<file path="config.mk">
export PLATFORM = sky130hd
export DESIGN_NAME = sqrt_lut
export DESIGN_NICKNAME = d
export VERILOG_FILES = /design/src/rtl/sqrt_lut_pkg.sv /design/src/rtl/sqrt_lut_step.sv /design/src/rtl/sqrt_lut.sv
export SDC_FILE = /design/constraint.sdc
export NUM_CORES = 1
export LEC_CHECK = 0
export ABC_AREA = 1
export BUFFER_PORTS_ARGS = -buffer_cell sky130_fd_sc_hd__buf_2
export CAP_MARGIN = 20
export CORE_MARGIN = 2
export CORE_UTILIZATION = 55
export DETAILED_ROUTE_END_ITERATION = 8
export GPL_TIMING_DRIVEN = 0
export MAX_ROUTING_LAYER = met4
export PLACE_DENSITY = 0.7
export SETUP_SLACK_MARGIN = 0.02
export SYNTH_ARGS = -nofsm -noshare
export SYNTH_HDL_FRONTEND = slang
export SYNTH_SLANG_ARGS = --single-unit
</file>
<file path="constraint.sdc">
create_clock -name clk -period 5.7 [get_ports clk]
set_clock_uncertainty 0.15 [all_clocks]
set_input_delay 0.855 -clock clk [delete_from_list [all_inputs] [get_ports clk]]
set_output_delay 0.855 -clock clk [all_outputs]
set_load 0.03 [all_outputs]
</file>
<file path="src/rtl/sqrt_lut_pkg.sv">
// Shared constants and helpers for the pipelined 16-bit integer square root.
// Exports:
//   IN_W, OUT_W   operand / result widths
//   SQRT_LATENCY  cycles from operand presentation to result
//   isqrt8()      floor(sqrt(v)) of an 8-bit value, used as the coarse ROM
package sqrt_lut_pkg;

    localparam int unsigned IN_W         = 16;
    localparam int unsigned OUT_W        = 8;
    localparam int unsigned SQRT_LATENCY = 5;

    // Constant table: each range is [n*n, (n+1)*(n+1)-1] mapped to n.
    function automatic logic [3:0] isqrt8(input logic [7:0] v);
        logic [3:0] r;
        case (v) inside
            [8'd0   : 8'd0  ]: r = 4'd0;
            [8'd1   : 8'd3  ]: r = 4'd1;
            [8'd4   : 8'd8  ]: r = 4'd2;
            [8'd9   : 8'd15 ]: r = 4'd3;
            [8'd16  : 8'd24 ]: r = 4'd4;
            [8'd25  : 8'd35 ]: r = 4'd5;
            [8'd36  : 8'd48 ]: r = 4'd6;
            [8'd49  : 8'd63 ]: r = 4'd7;
            [8'd64  : 8'd80 ]: r = 4'd8;
            [8'd81  : 8'd99 ]: r = 4'd9;
            [8'd100 : 8'd120]: r = 4'd10;
            [8'd121 : 8'd143]: r = 4'd11;
            [8'd144 : 8'd168]: r = 4'd12;
            [8'd169 : 8'd195]: r = 4'd13;
            [8'd196 : 8'd224]: r = 4'd14;
            default:           r = 4'd15;
        endcase
        return r;
    endfunction

endpackage

</file>
<file path="src/rtl/sqrt_lut_step.sv">
// One refinement stage of the square-root pipeline: tries setting bit BIT of
// the partial root and keeps it if the trial square does not exceed x.
// Ports:
//   clk, rst_n       clock, synchronous active-low reset
//   x_i / x_o        operand, carried forward one stage
//   r_i / r_o        partial root in / refined root out (registered)
//   val_i / val_o    valid flag, delayed one stage
module sqrt_lut_step #(
    parameter int unsigned BIT = 0
) (
    input  logic                               clk,
    input  logic                               rst_n,
    input  logic [sqrt_lut_pkg::IN_W-1:0]      x_i,
    input  logic [sqrt_lut_pkg::OUT_W-1:0]     r_i,
    input  logic                               val_i,
    output logic [sqrt_lut_pkg::IN_W-1:0]      x_o,
    output logic [sqrt_lut_pkg::OUT_W-1:0]     r_o,
    output logic                               val_o
);
    import sqrt_lut_pkg::*;

    logic [OUT_W-1:0] t;
    logic [IN_W-1:0]  t_sq;
    logic [OUT_W-1:0] r_d;
    logic [IN_W-1:0]  x_q;
    logic [OUT_W-1:0] r_q;
    logic             val_q;

    // 8x8 product of the trial root never exceeds 255*255, so 16 bits suffice.
    always_comb begin
        t    = r_i | OUT_W'(1 << BIT);
        t_sq = IN_W'(t) * IN_W'(t);
        r_d  = (t_sq <= x_i) ? t : r_i;
    end

    always_ff @(posedge clk) begin
        if (!rst_n) begin
            x_q   <= '0;
            r_q   <= '0;
            val_q <= 1'b0;
        end else begin
            x_q   <= x_i;
            r_q   <= r_d;
            val_q <= val_i;
        end
    end

    assign x_o   = x_q;
    assign r_o   = r_q;
    assign val_o = val_q;

endmodule

</file>
<file path="src/rtl/sqrt_lut.sv">
// Fully pipelined floor(sqrt(x)) for a 16-bit unsigned operand, one result
// per clock, fixed latency of SQRT_LATENCY cycles, no back-pressure.
// Stage 1 looks up the top four root bits from the operand's high byte;
// four refinement stages then resolve bits 3..0.
// Ports:
//   clk, rst_n    clock, synchronous active-low reset (clears all stages)
//   sqrt_lut_i    operand x
//   val_i         operand valid
//   sqrt_lut_o    floor(sqrt(x)), registered
//   val_o         result valid, registered
module sqrt_lut #(
    parameter int unsigned IN_W  = sqrt_lut_pkg::IN_W,  // only 16 supported
    parameter int unsigned OUT_W = sqrt_lut_pkg::OUT_W
) (
    input  logic             clk,
    input  logic             rst_n,
    input  logic [IN_W-1:0]  sqrt_lut_i,
    input  logic             val_i,
    output logic [OUT_W-1:0] sqrt_lut_o,
    output logic             val_o
);
    import sqrt_lut_pkg::isqrt8;

    localparam int unsigned NumSteps = 4;

    // Index 0 is the coarse stage output; index NumSteps is the final stage.
    logic [IN_W-1:0]  x_s   [NumSteps+1];
    logic [OUT_W-1:0] r_s   [NumSteps+1];
    logic             val_s [NumSteps+1];

    logic [3:0]       coarse;
    logic [IN_W-1:0]  x_q;
    logic [OUT_W-1:0] r_q;
    logic             val_q;

    // isqrt(x) >> 4 == isqrt(x >> 8), so the high byte fixes the top nibble.
    always_comb begin
        coarse = isqrt8(sqrt_lut_i[IN_W-1:IN_W-8]);
    end

    always_ff @(posedge clk) begin
        if (!rst_n) begin
            x_q   <= '0;
            r_q   <= '0;
            val_q <= 1'b0;
        end else begin
            x_q   <= sqrt_lut_i;
            r_q   <= {coarse, 4'b0000};
            val_q <= val_i;
        end
    end

    assign x_s[0]   = x_q;
    assign r_s[0]   = r_q;
    assign val_s[0] = val_q;

    for (genvar i = 0; i < NumSteps; i++) begin : g_step
        sqrt_lut_step #(
            .BIT(NumSteps - 1 - i)
        ) u_step (
            .clk   (clk),
            .rst_n (rst_n),
            .x_i   (x_s[i]),
            .r_i   (r_s[i]),
            .val_i (val_s[i]),
            .x_o   (x_s[i+1]),
            .r_o   (r_s[i+1]),
            .val_o (val_s[i+1])
        );
    end

    assign sqrt_lut_o = r_s[NumSteps];
    assign val_o      = val_s[NumSteps];

    // The operand is not needed past the last refinement stage.
    logic unused_x_last;
    assign unused_x_last = ^x_s[NumSteps];

endmodule

</file>
After elaboration in Yosys (flattened, before gate mapping). Cells that the tools add are included.

$mul: 4. Order comparisons: 34. Multiplexer cells: 18. Bitwise gates (word level): 1. Reduce and logical (&&, ||, !) cells: 19.

Operators with widths (count): $le A16 B16 Y1 (4); $mul A8 B8 Y16 (4); $ge A8 B7 Y1 const B (4); $le A8 B8 Y1 const B (4); $mux W3 (9); $ge A8 B8 Y1 const B (3); $le A8 B6 Y1 const B (3); $le A8 B7 Y1 const B (3); $ge A8 B1 Y1 const B (2); $ge A8 B5 Y1 const B (2); $ge A8 B6 Y1 const B (2); $le A8 B4 Y1 const B (2); $logic_and A1 B1 Y1 (15); $mux W2 (5); $reduce_or A9 Y1 (1); $ge A8 B3 Y1 const B (1); $ge A8 B4 Y1 const B (1); $le A8 B1 Y1 const B (1); $le A8 B2 Y1 const B (1); $le A8 B5 Y1 const B (1); $reduce_or A5 Y1 (1); $mux W4 (1); $mux W1 (3); $reduce_or A3 Y1 (1); 2 further kinds (2).

Bits in registers: 109. Bits of input ports: 19. Word-level logic and storage cells: 94.

Logic depth before layout (Yosys ltp). Gate-level depths: netlist of the first run.

Word-level depth: 16. Mapped depth: 28.

Hierarchy. From an unflattened synthesis of the first run, not the netlist that was laid out.

Cell total of the unflattened synthesis: 1734. Area, all modules: 12424.4 sq um.

By module, submodules not included: sqrt_lut_step at g_step[1].u_step (instances 1, cells an instance 409, area each 2906.5 sq um, seq. area each 500.5 sq um); sqrt_lut_step at g_step[3].u_step (instances 1, cells an instance 399, area each 2884.0 sq um, seq. area each 500.5 sq um); sqrt_lut_step at g_step[2].u_step (instances 1, cells an instance 396, area each 2861.5 sq um, seq. area each 500.5 sq um); sqrt_lut_step at g_step[0].u_step (instances 1, cells an instance 392, area each 2808.9 sq um, seq. area each 500.5 sq um); sqrt_lut (instances 1, cells an instance 138, area each 963.4 sq um, seq. area each 420.4 sq um).

Worst setup path after synthesis of the first run. Ideal clock, no wire load.

Path type: flip-flop to flip-flop. Start point: register g_step[2].u_step.r_q[2]. End point: register g_step[3].u_step.r_q[0]. Setup time: 0.070 ns. Arrival: 4.760 ns. Setup slack: 0.720 ns. Stages on the path, launching flop included: 22. Period minus slack after synthesis: 4.980 ns. Cells stage by stage: dfxtp_1 > clkbuf_1 > nand2_1 > fa_1 > inv_1 > fa_1 > fa_1 > inv_1 > fa_1 > inv_1 > ha_1 > nand2_1 > nor2_1 > nand3_1 > nand3_1 > xor2_1 > inv_1 > ha_1 > nand2_1 > nor4_1 > nand3_1 > a21oi_1.

Cells in the longest elaborated chain, start to end: 3.

RTL lines: start, declared (line sqrt_lut_step.sv:26) `logic [OUT_W-1:0] r_q;`; start signal, assigned (line sqrt_lut_step.sv:43) `r_q <= r_d;`; $mul A8 B8 Y16 (line sqrt_lut_step.sv:32) `t_sq = IN_W'(t) * IN_W'(t);`; $le A16 B16 Y1 (line sqrt_lut_step.sv:33) `r_d = (t_sq <= x_i) ? t : r_i;`; $mux W1 (line sqrt_lut_step.sv:33); end signal, assigned (line sqrt_lut_step.sv:43); end, declared (line sqrt_lut_step.sv:26).

Every way passes these cells. A chain may end at the register's enable or synchronous reset.

Worst setup path after layout of the first run.
Start point: register g_step[1].u_step.r_q[3]. End point: register g_step[2].u_step.r_q[1].

Cells in the longest elaborated chain, start to end: 3.

RTL lines (line): start, declared (sqrt_lut_step.sv:26); start signal, assigned (sqrt_lut_step.sv:43); $mul A8 B8 Y16 (sqrt_lut_step.sv:32); $le A16 B16 Y1 (sqrt_lut_step.sv:33); $mux W2 (sqrt_lut_step.sv:33).

Every way passes these cells.

==> results.json, run 1 <==
{
  "outcome": "finished, final reports clean",
  "core_um2": 15200,
  "ys_types": 39,
  "cts.path.max_buffers": 2,
  "clockRootBuffer": "clkbuf_16",
  "die_area_um2": 16600,
  "synth_compound_area_share_pct": 6.35,
  "synth_adder_area_share_pct": 32.1,
  "relSlewSlack_pct": 46.8,
  "regArea_um2": 1980,
  "synth-xor-area-share_pct": 5.51,
  "area_delta_synth_final_pct": 8.13,
  "cap_violations": 0,
  "diodes": 0,
  "p_switching_mw": 0.663,
  "yosys.area_share.simple_pct": 16.6,
  "whs_ns": 0.263,
  "placed_area_um2": 8930,
  "die_h_um": 129,
  "ys_warn_count": 0,
  "ant_nets": 0,
  "grt_first_pass_wirelength_um": 28200,
  "synth_edf_count": 0,
  "cts_tree": "done",
  "hp-class": "register to register",
  "required_ns": 5.83,
  "path_max_fanout": 9,
  "final_area_um2": 9270,
  "synthMuxAreaShare_pct": 0.117,
  "cts.sinks": 99,
  "cts_setup_buffers": 0,
  "setup_viol": 0,
  "finalPower_mw": 1.94,
  "critPathCaptureType": "register",
  "rsz0062_at_grt": "false",
  "ys_async_sr_fraction_pct": 0,
  "firstDrtPassIters": 5,
  "multiInputGateArea_um2": 5230,
  "ioPinCount": 28,
  "netlist_area_um2": 8580,
  "seqPwrFrac_pct": 39.3,
  "setup.worst_path.class": "register to register",
  "h-tree-depth": 3,
  "hpwl_um": 13700,
  "p_sw_share_pct": 34.1,
  "setup.worst_path.start_class": "register",
  "hold_viol_final": 0,
  "gp_congestion": 0.875,
  "drt_iter0_drc": 266,
  "wire_per_inst_um": 12.2,
  "final_cells": 1373,
  "io_buffers": 24,
  "synthTopCellsByArea": "dfxtp_1 23%, ha_1 20%, inv_1 15%",
  "worstMarginPinSlew_ns": 0.798,
  "vias": 6663,
  "fp.dieW_um": 129,
  "ys_ff_latch": 99,
  "route.detailed.drc": 0,
  "clk_pin_slew_ns": 0.07,
  "grt_pass1_vias": 6354,
  "rows": 45,
  "yosysTopAreaCell": "dfxtp_1",
  "nNetsFinal": 1387,
  "wl_um": 16700,
  "power_frac_comb_pct": 29.0,
  "clk_latency_ns": 0.35,
  "hold_buffers": 0,
  "grt_use_total_pct": 22.0,
  "fillers": 1416,
  "synth_top_family_by_area": "adder cells",
  "cp.arrival_ns": 5.50,
  "netlist.area_leader.share_pct": 23.1,
  "syn_nets": 1352,
  "leakagePower_nw": 5.67,
  "grt_max_degree": 20,
  "internal_power_mw": 1.28,
  "power_per_cell_area_nw_per_um2": 209,
  "power_frac_clock_pct": 31.7,
  "timing.fmax_ghz": 0.186,
  "viasPerCell": 4.85,
  "synthFlopType": "dfxtp_1",
  "syn_inst": 1145,
  "initial_core_util_pct": 56.4,
  "ys_seq_area_share_pct": 23.1,
  "syn_area_per_cell_um2": 7.49,
  "finalCriticalPeriod_ns": 5.37,
  "finalCritPeriodShare_pct": 94.2,
  "ir_worst_vdd_mv": 0.184,
  "drive_gt1_share_pct": 6.24,
  "numCtsBuffers": 9,
  "antenna_found_initial": 0,
  "dp.cells": 1357,
  "grt_overflow": 0,
  "drv_slew": 0,
  "fin_tns_setup_ns": 0
}
==> stage by stage <==
step / utilization (%) / setup slack (ns)
floorplan: - / 0.720
global placement: 58.8 / 0.144
detailed placement: 58.8 / 0.114
CTS: 60.7 / 0.0695
global route: 61.0 / 0.0596
finish: 61.0 / 0.330
==> power groups by stage <==
stage / Sequential (mW) / Combinational, mW / Clock (mW)
2_1_floorplan: 0.777 / 0.413 / 0
3_3_place_gp: 0.778 / 0.539 / 0
3_5_place_dp: 0.779 / 0.552 / 0
4_1_cts: 0.763 / 0.560 / 0.633
5_1_grt: 0.767 / 0.659 / 0.654
6_report: 0.763 / 0.563 / 0.615
==> cells in the final DEF (no fill, tap or decap), types with 2 or more instances in the layout <==
| cell | Yosys | final |
|---|---|---|
| inv_1 | 334 | 334 |
| nand2_1 | 232 | 232 |
| ha_1 | 135 | 135 |
| dfxtp_1 | 99 | 98 |
| fa_1 | 53 | 53 |
| a21oi_1 | 53 | 52 |
| nor2_1 | 43 | 43 |
| xor2_1 | 32 | 32 |
| nand3_1 | 30 | 30 |
| buf_2 | 1 | 25 |
| xnor2_1 | 22 | 22 |
| o21ai_0 | 24 | 22 |
| clkbuf_1 | 23 | 14 |
| nand4_1 | 14 | 14 |
| clkbuf_16 | 0 | 9 |
| clkbuf_2 | 0 | 8 |
| o21ai_1 | 2 | 4 |
| nor3_1 | 5 | 4 |
| o211ai_1 | 4 | 4 |
| nor2_2 | 4 | 4 |
| inv_8 | 0 | 4 |
| a21o_1 | 3 | 3 |
| a211oi_1 | 4 | 3 |
| nand3b_1 | 3 | 3 |
| nand2_2 | 3 | 3 |
| inv_2 | 3 | 3 |
| clkbuf_8 | 1 | 2 |
| buf_6 | 2 | 2 |
| nor4_1 | 3 | 2 |
==> critical path, stage by stage (launching register included) <==
cell	delay, ns
dfxtp_2	0.39
ha_1	0.29
fa_1	0.52
inv_1	0.05
fa_1	0.51
fa_1	0.53
fa_1	0.54
inv_1	0.05
ha_1	0.34
a21oi_1	0.24
o21ai_1	0.16
a211oi_2	0.27
xor2_1	0.19
inv_1	0.07
ha_1	0.29
nand4_1	0.18
nor3_4	0.22
nand4_1	0.13
a21oi_1	0.17
==> worst paths after layout <==
check	cells past startpoint	from	end	slack, ns
hold reg to reg	2	g_step[1].u_step.val_o	g_step[2].u_step.val_o	0.26
setup / recovery	18	g_step[1].u_step.r_o[3]	g_step[2].u_step.r_o[1]	0.33
hold / removal	2	g_step[1].u_step.val_o	g_step[2].u_step.val_o	0.26
setup reg to reg	18	g_step[1].u_step.r_o[3]	g_step[2].u_step.r_o[1]	0.33
==> final cells by class <==
cell class / instances / share of cell area [%]
Sequential cell: 99 / 21.4
Clock buffer: 10 / 2.58
Clock inverter: 6 / 0.661
Buffer: 27 / 1.52
Tap cell: 188 / 2.54
Inverter: 337 / 13.6
Timing Repair Buffer: 24 / 1.30
Multi-Input combinational cell: 682 / 56.4
==> metal layers <==
metal  part of all wire, %  GRT usage, %
met5                     0             -
met4                   1.3          5.12
met3                   2.8          3.87
met2                    50          39.1
met1                    45          26.1
==> kinds of logic after synthesis <==
group / after synthesis
AOI/OAI and AO/OA: 97
buffers and inverters: 364
xor gates and xnor gates: 54
adders and majority gates: 188
muxes: 1
and+or+nand+nor: 342
DFF: 99
==> synthesized netlist by cell type (all sizes together), types with 2 or more instances <==
| library cell | instances |
|---|---|
| clkbuf | 24 |
| nand3b | 3 |
| a211oi | 4 |
| a31oi | 2 |
| fa | 53 |
| nand2 | 236 |
| nand4 | 14 |
| buf | 3 |
| a21oi | 53 |
| nor2 | 47 |
| o21ai | 26 |
| nand3 | 31 |
| a21o | 3 |
| xor2 | 32 |
| inv | 337 |
| nor3 | 6 |
| dfxtp | 99 |
| o211ai | 4 |
| nor4 | 3 |
| xnor2 | 22 |
| ha | 135 |
==> flip-flops by register name, summed over array words and instances (netlist names) <==
signal               cells
g_step.u_step.x_o       48
g_step.u_step.r_o       26
x_q                     16
g_step.u_step.val_o      4
r_q                      4
val_q                    1
==> repair_timing <==
action                                  CTS  global route
resized for setup                         0            28
endpoints found under the setup margin    0             2
hold endpoints to repair                  0             0
(Power assumes the default switching activity.)
==> run 2, diff against run 1 <==
--- a/config.mk
+++ b/config.mk
@@ -8,6 +8,7 @@
 export ABC_AREA = 1
 export BUFFER_PORTS_ARGS = -buffer_cell sky130_fd_sc_hd__buf_2
 export CAP_MARGIN = 20
+export CORE_ASPECT_RATIO = 1.5
 export CORE_MARGIN = 2
 export CORE_UTILIZATION = 55
 export DETAILED_ROUTE_END_ITERATION = 8
==> run 2 against run 1 <==
Effect of this change:
- flip-flop and latch count unchanged
- sequential share of layout area about the same
- routed wire length up 3.7%
- cell count up 0.80%
- non-clock buffer count unchanged
- maximum frequency down 0.57%
- clock power down 3.6%
- via count up 0.90%
- first-iteration DRC count down 19%
- count of clock-buffer cells in the layout down 1
- power down 0.91%
- sequential power about the same
- largest power group unchanged
==> results.json, run 2 (synthesis results as in run 1) <==
{
  "nNetsFinal": 1387,
  "whs_ns": 0.266,
  "worstMarginPinSlew_ns": 0.764,
  "ioPinCount": 28,
  "finalCritPeriodShare_pct": 94.8,
  "cts_tree": "done",
  "grt_max_degree": 20,
  "regArea_um2": 1990,
  "finalCriticalPeriod_ns": 5.40,
  "die_h_um": 157,
  "fillers": 1426,
  "outcome": "finished, final reports clean",
  "cp.arrival_ns": 5.53,
  "fp.dieW_um": 106,
  "setup.worst_path.class": "register to register",
  "diodes": 0,
  "route.detailed.drc": 0,
  "multiInputGateArea_um2": 5230,
  "wl_um": 17300,
  "vias": 6723,
  "rsz0062_at_grt": "false",
  "final_cell_mix": "334 x inv_1, 232 x nand2_1, 134 x ha_1",
  "wire_per_inst_um": 12.5,
  "drive_gt1_share_pct": 6.67,
  "timing.fmax_ghz": 0.185,
  "cap_violations": 0,
  "leakagePower_nw": 5.67,
  "die_area_um2": 16600,
  "final_common_cell": "inv_1",
  "grt_pass1_vias": 7032,
  "grt_first_pass_wirelength_um": 30200,
  "grt_use_total_pct": 23.6,
  "cts.path.max_buffers": 2,
  "ant_nets": 0,
  "rows": 55,
  "antenna_found_initial": 0,
  "required_ns": 5.83,
  "numCtsBuffers": 9,
  "setup_viol": 0,
  "grt_overflow": 0,
  "core_um2": 15200,
  "viasPerCell": 4.86,
  "drv_slew": 0,
  "power_per_cell_area_nw_per_um2": 207,
  "relSlewSlack_pct": 49.1,
  "hp-class": "register to register",
  "setup.worst_path.start_class": "register",
  "gp_congestion": 0.900,
  "largest_reg_flops": 48,
  "initial_core_util_pct": 56.4,
  "drt_iter0_drc": 215,
  "firstDrtPassIters": 4,
  "area_delta_synth_final_pct": 8.34,
  "clk_pin_slew_ns": 0.07,
  "io_buffers": 24,
  "h-tree-depth": 3,
  "fin_tns_setup_ns": 0,
  "cts.sinks": 99,
  "critPathCaptureType": "register",
  "clockRootBuffer": "clkbuf_16",
  "clk_latency_ns": 0.35,
  "path_max_fanout": 9,
  "hold_viol_final": 0,
  "cts_setup_buffers": 0,
  "ir_worst_vdd_mv": 0.133,
  "finalPower_mw": 1.92,
  "hpwl_um": 14500
}
[run 2: cell types whose count changed in the layout (fill, tap and decap cells not counted), sizes merged]
| cell | previous run | this run |
|---|---|---|
| inv | 342 | 340 |
| buf | 27 | 30 |
| clkinv | 0 | 3 |
| clkbuf | 34 | 30 |
[run 2: area by class of cell]
| type | count | share of cell area, % |
|---|---|---|
| buffer | 27 | 1.55 |
| clock buffer | 9 | 2.42 |
| clock inverter | 7 | 0.741 |
| inverter | 337 | 13.6 |
| multi-input combinational | 682 | 56.3 |
| sequential | 99 | 21.4 |
| tap | 199 | 2.68 |
| timing repair buffer | 24 | 1.29 |
[run 2: path summary, 6_finish.rpt]
kind / startpoint / end / slack (ns) / cells after the start
max: g_step[1].u_step.r_o[3] / g_step[2].u_step.r_o[1] / 0.30 / 18
min: val_q / g_step[0].u_step.val_o / 0.27 / 2
max reg2reg: g_step[1].u_step.r_o[3] / g_step[2].u_step.r_o[1] / 0.30 / 18
min reg2reg: val_q / g_step[0].u_step.val_o / 0.27 / 2
[run 2: what timing repair did]
item                                    CTS  global route
hold buffers                              0             0
gates resized for setup                   3            34
pin swaps                                 0             3
endpoints found under the setup margin    2             2
[run 2: power by group]
group / switching [mW] / total, mW / leakage, nW / internal [mW]
logic: 0.337 / 0.567 / 4.72 / 0.230
registers: 0.0361 / 0.764 / 0.812 / 0.728
clock network: 0.285 / 0.593 / 0.143 / 0.307
total: 0.659 / 1.92 / 5.67 / 1.26
[run 2: critical path, cell delays in order (launching register included)]
cell	delay, ns
dfxtp_2	0.39
ha_2	0.25
fa_1	0.51
inv_1	0.06
fa_1	0.50
fa_1	0.54
fa_1	0.56
inv_1	0.04
ha_1	0.36
a21oi_2	0.19
o21ai_0	0.16
a211oi_1	0.32
xor2_1	0.19
inv_1	0.06
ha_1	0.29
nand4_1	0.17
nor3_4	0.27
nand4_1	0.14
a21oi_2	0.18
[run 2: metal layers]
layer	global-route usage, %	part of all wire, %
met5	-	0
met4	12.8	5.1
met1	20.7	36
met2	47.4	57
met3	3.48	2.2
[run 2: per-stage QoR]
stage	util, %	cell area (um2)	instances	setup WS (ns)
floorplan	-	8580	1145	0.720
global placement	58.8	8950	1368	-0.0508
detailed placement	58.8	8950	1368	-0.0547
CTS	60.8	9250	1384	0.0244
global route	61.1	9290	1384	0.0167
finish	61.1	9290	1384	0.299
==> run 3, diff against run 2 <==
--- a/config.mk
+++ b/config.mk
@@ -6,11 +6,12 @@
 export NUM_CORES = 1
 export LEC_CHECK = 0
 export ABC_AREA = 1
-export BUFFER_PORTS_ARGS = -buffer_cell sky130_fd_sc_hd__buf_2
+export BUFFER_PORTS_ARGS = -buffer_cell sky130_fd_sc_hd__buf_4
 export CAP_MARGIN = 20
-export CORE_ASPECT_RATIO = 1.5
+export CORE_ASPECT_RATIO = 1.75
 export CORE_MARGIN = 2
 export CORE_UTILIZATION = 55
+export CTS_BUF_LIST = sky130_fd_sc_hd__clkbuf_4 sky130_fd_sc_hd__clkbuf_8 sky130_fd_sc_hd__clkbuf_16
 export DETAILED_ROUTE_END_ITERATION = 8
 export GPL_TIMING_DRIVEN = 0
 export MAX_ROUTING_LAYER = met4
==> run 3 against run 2 <==
Effect of this change:
- count of clock-buffer cells in the layout did not move
- power grew 3.1%
- critical path depth grew 2
- first-iteration DRC count down 20%
- sequential share of layout area shrank 0.18 points
- setup slack got worse by 0.043 ns
- cell count down 0.94%
- cell area rose by 0.77%
- via count up 0.89%
- routed wire length grew 4.7%
- combinational power rose by 5.1%
- critical path type unchanged
- highest routed layer unchanged
==> results.json, run 3 (synthesis results as in run 1) <==
{
  "fp.dieW_um": 98.4,
  "viasPerCell": 4.95,
  "hold_buffers": 0,
  "clk_pin_slew_ns": 0.08,
  "ant_nets": 0,
  "hp-class": "register to register",
  "max_stage_delay_ns": 0.55,
  "final_area_um2": 9360,
  "rr_endpoint": "g_step[2].u_step.r_o[1]",
  "rows": 60,
  "rrSetupSlack_ns": 0.26,
  "critPathCaptureType": "register",
  "crit_buf_inv": 5,
  "hold_viol_final": 0,
  "relSlewSlack_pct": 51.9,
  "utilization_pct": 61.1,
  "cts_tree": "done",
  "hpwl_um": 15300,
  "hp-start": "val_q",
  "grt_pass1_vias": 6992,
  "final_cell_mix": "334 x inv_1, 232 x nand2_1, 135 x ha_1",
  "antenna_found_initial": 0,
  "grt_use_total_pct": 23.7,
  "path_max_fanout": 7,
  "grt_overflow": 0,
  "cts_setup_buffers": 0,
  "setup.worst_path.class": "register to register",
  "fillers": 1458,
  "reg2regPathDepth": 20,
  "drt_iter0_drc": 172,
  "crit_chain": "clkbuf_4, nand2_1, fa_1, inv_1, fa_1, fa_1, inv_1, fa_1, inv_1, ha_1, a21oi_1, nor2_1, a211oi_1, xor2_1, inv_1, ha_1, nand4_1, nor3_2, nand4_1, a21oi_2",
  "clk_latency_ns": 0.35,
  "io_buffers": 24,
  "wl_um": 18100,
  "outcome": "finished, final reports clean",
  "cts.sinks": 99,
  "cap_violations": 0,
  "grt_first_pass_wirelength_um": 30500,
  "area_delta_synth_final_pct": 9.18,
  "gp_congestion": 0.958,
  "slowest_stage": "fa_1",
  "whs_endpoint": "g_step[0].u_step.val_o",
  "internal_power_mw": 1.29,
  "core_um2": 15300,
  "h-tree-depth": 3,
  "drive_gt1_share_pct": 6.50,
  "required_ns": 5.83,
  "largest_reg_flops": 48,
  "ir_worst_vdd_mv": 0.169,
  "p_switching_mw": 0.697,
  "worstMarginPinSlew_ns": 0.721,
  "cts.path.max_buffers": 2,
  "rsz0062_at_grt": "true",
  "min_path_cells": 2,
  "leakagePower_nw": 5.70,
  "diodes": 0,
  "ioPinCount": 28,
  "finalCritPeriodShare_pct": 95.5,
  "setup.worst_path.start_class": "register",
  "drv_slew": 0,
  "initial_core_util_pct": 56.0,
  "crit_family": "adder cells",
  "route.detailed.drc": 0,
  "p_sw_share_pct": 35.1,
  "power_frac_clock_pct": 31.5,
  "setup_viol": 0,
  "final_common_cell": "inv_1",
  "r2r-start": "g_step[1].u_step.r_o[2]",
  "placed_area_um2": 8990,
  "grt_max_degree": 22,
  "nNetsFinal": 1387,
  "clockRootBuffer": "clkbuf_16",
  "firstDrtPassIters": 5,
  "wire_per_inst_um": 13.2,
  "cp.arrival_ns": 5.57,
  "die_area_um2": 16600,
  "power_frac_comb_pct": 30.1,
  "seqPwrFrac_pct": 38.4,
  "die_h_um": 169,
  "vias": 6783,
  "numCtsBuffers": 9,
  "finalCriticalPeriod_ns": 5.44,
  "power_per_cell_area_nw_per_um2": 212,
  "timing.fmax_ghz": 0.184
}
run 3: cell count changes in the layout (fill, tap and decap cells not counted), moves of 2 or more:
cell / change
clkinv_8: +2
buf_2: -27
buf_4: +24
clkbuf_4: +2
inv_8: -2
run 3: worst max path at each step:
stage                       startpoint                      end  slack, ns  depth (start not counted)
3_5_place_dp   g_step[1].u_step.r_o[2]  g_step[2].u_step.r_o[1]      -0.14                         20
5_1_grt        g_step[1].u_step.r_o[2]  g_step[2].u_step.r_o[1]      -0.01                         20
2_1_floorplan  g_step[2].u_step.r_o[2]  g_step[3].u_step.r_o[0]       0.72                         21
3_3_place_gp   g_step[1].u_step.r_o[2]  g_step[2].u_step.r_o[1]      -0.09                         20
4_1_cts        g_step[1].u_step.r_o[3]  g_step[2].u_step.r_o[1]       0.02                         18
6_report       g_step[1].u_step.r_o[2]  g_step[2].u_step.r_o[1]       0.26                         20
run 3: stage by stage:
step	worst slack [ns]	total power [mW]	cells	hold WS, ns	setup TNS [ns]
floorplan	0.720	1.19	1145	0.240	0
global placement	-0.0859	1.35	1355	0.243	-0.152
detailed placement	-0.141	1.36	1355	0.251	-0.272
CTS	0.0233	1.99	1371	0.269	0
global route	-0.00966	2.11	1371	0.277	-0.00966
finish	0.256	1.98	1371	0.268	0
run 3: area by class of cell:
type	count	area, um2	share of cell area [%]
multi-input combinational	682	5240	55.9
sequential	99	1990	21.2
inverter	337	1260	13.5
tap	186	233	2.49
clock buffer	9	225	2.41
timing repair buffer	24	180	1.92
buffer	27	149	1.59
clock inverter	7	91.3	0.975
run 3: tightest hold or removal path: stages, from the launching register on:
cell and delay [ns]:
dfxtp_1 0.31, nand2_1 0.05, inv_1 0.04
run 3: metal layers:
metal,track usage [%],part of all wire [%]
met5,-,0
met1,20.0,33
met2,47.3,59
met4,14.7,6.2
met3,2.88,1.5
run 3: timing repair:
item | in CTS | in global routing
resized for setup | 8 | 22
gates cloned | 0 | 0
endpoints found under the setup margin | 2 | 2
run 3: power groups by stage:
stage               Combinational (mW)  Sequential, mW  Clock (mW)
detailed placement               0.584           0.778           0
global placement                 0.568           0.777           0
global route                     0.677           0.767       0.664
CTS                              0.598           0.761       0.634
floorplan                        0.413           0.777           0
finish                           0.596           0.762       0.625
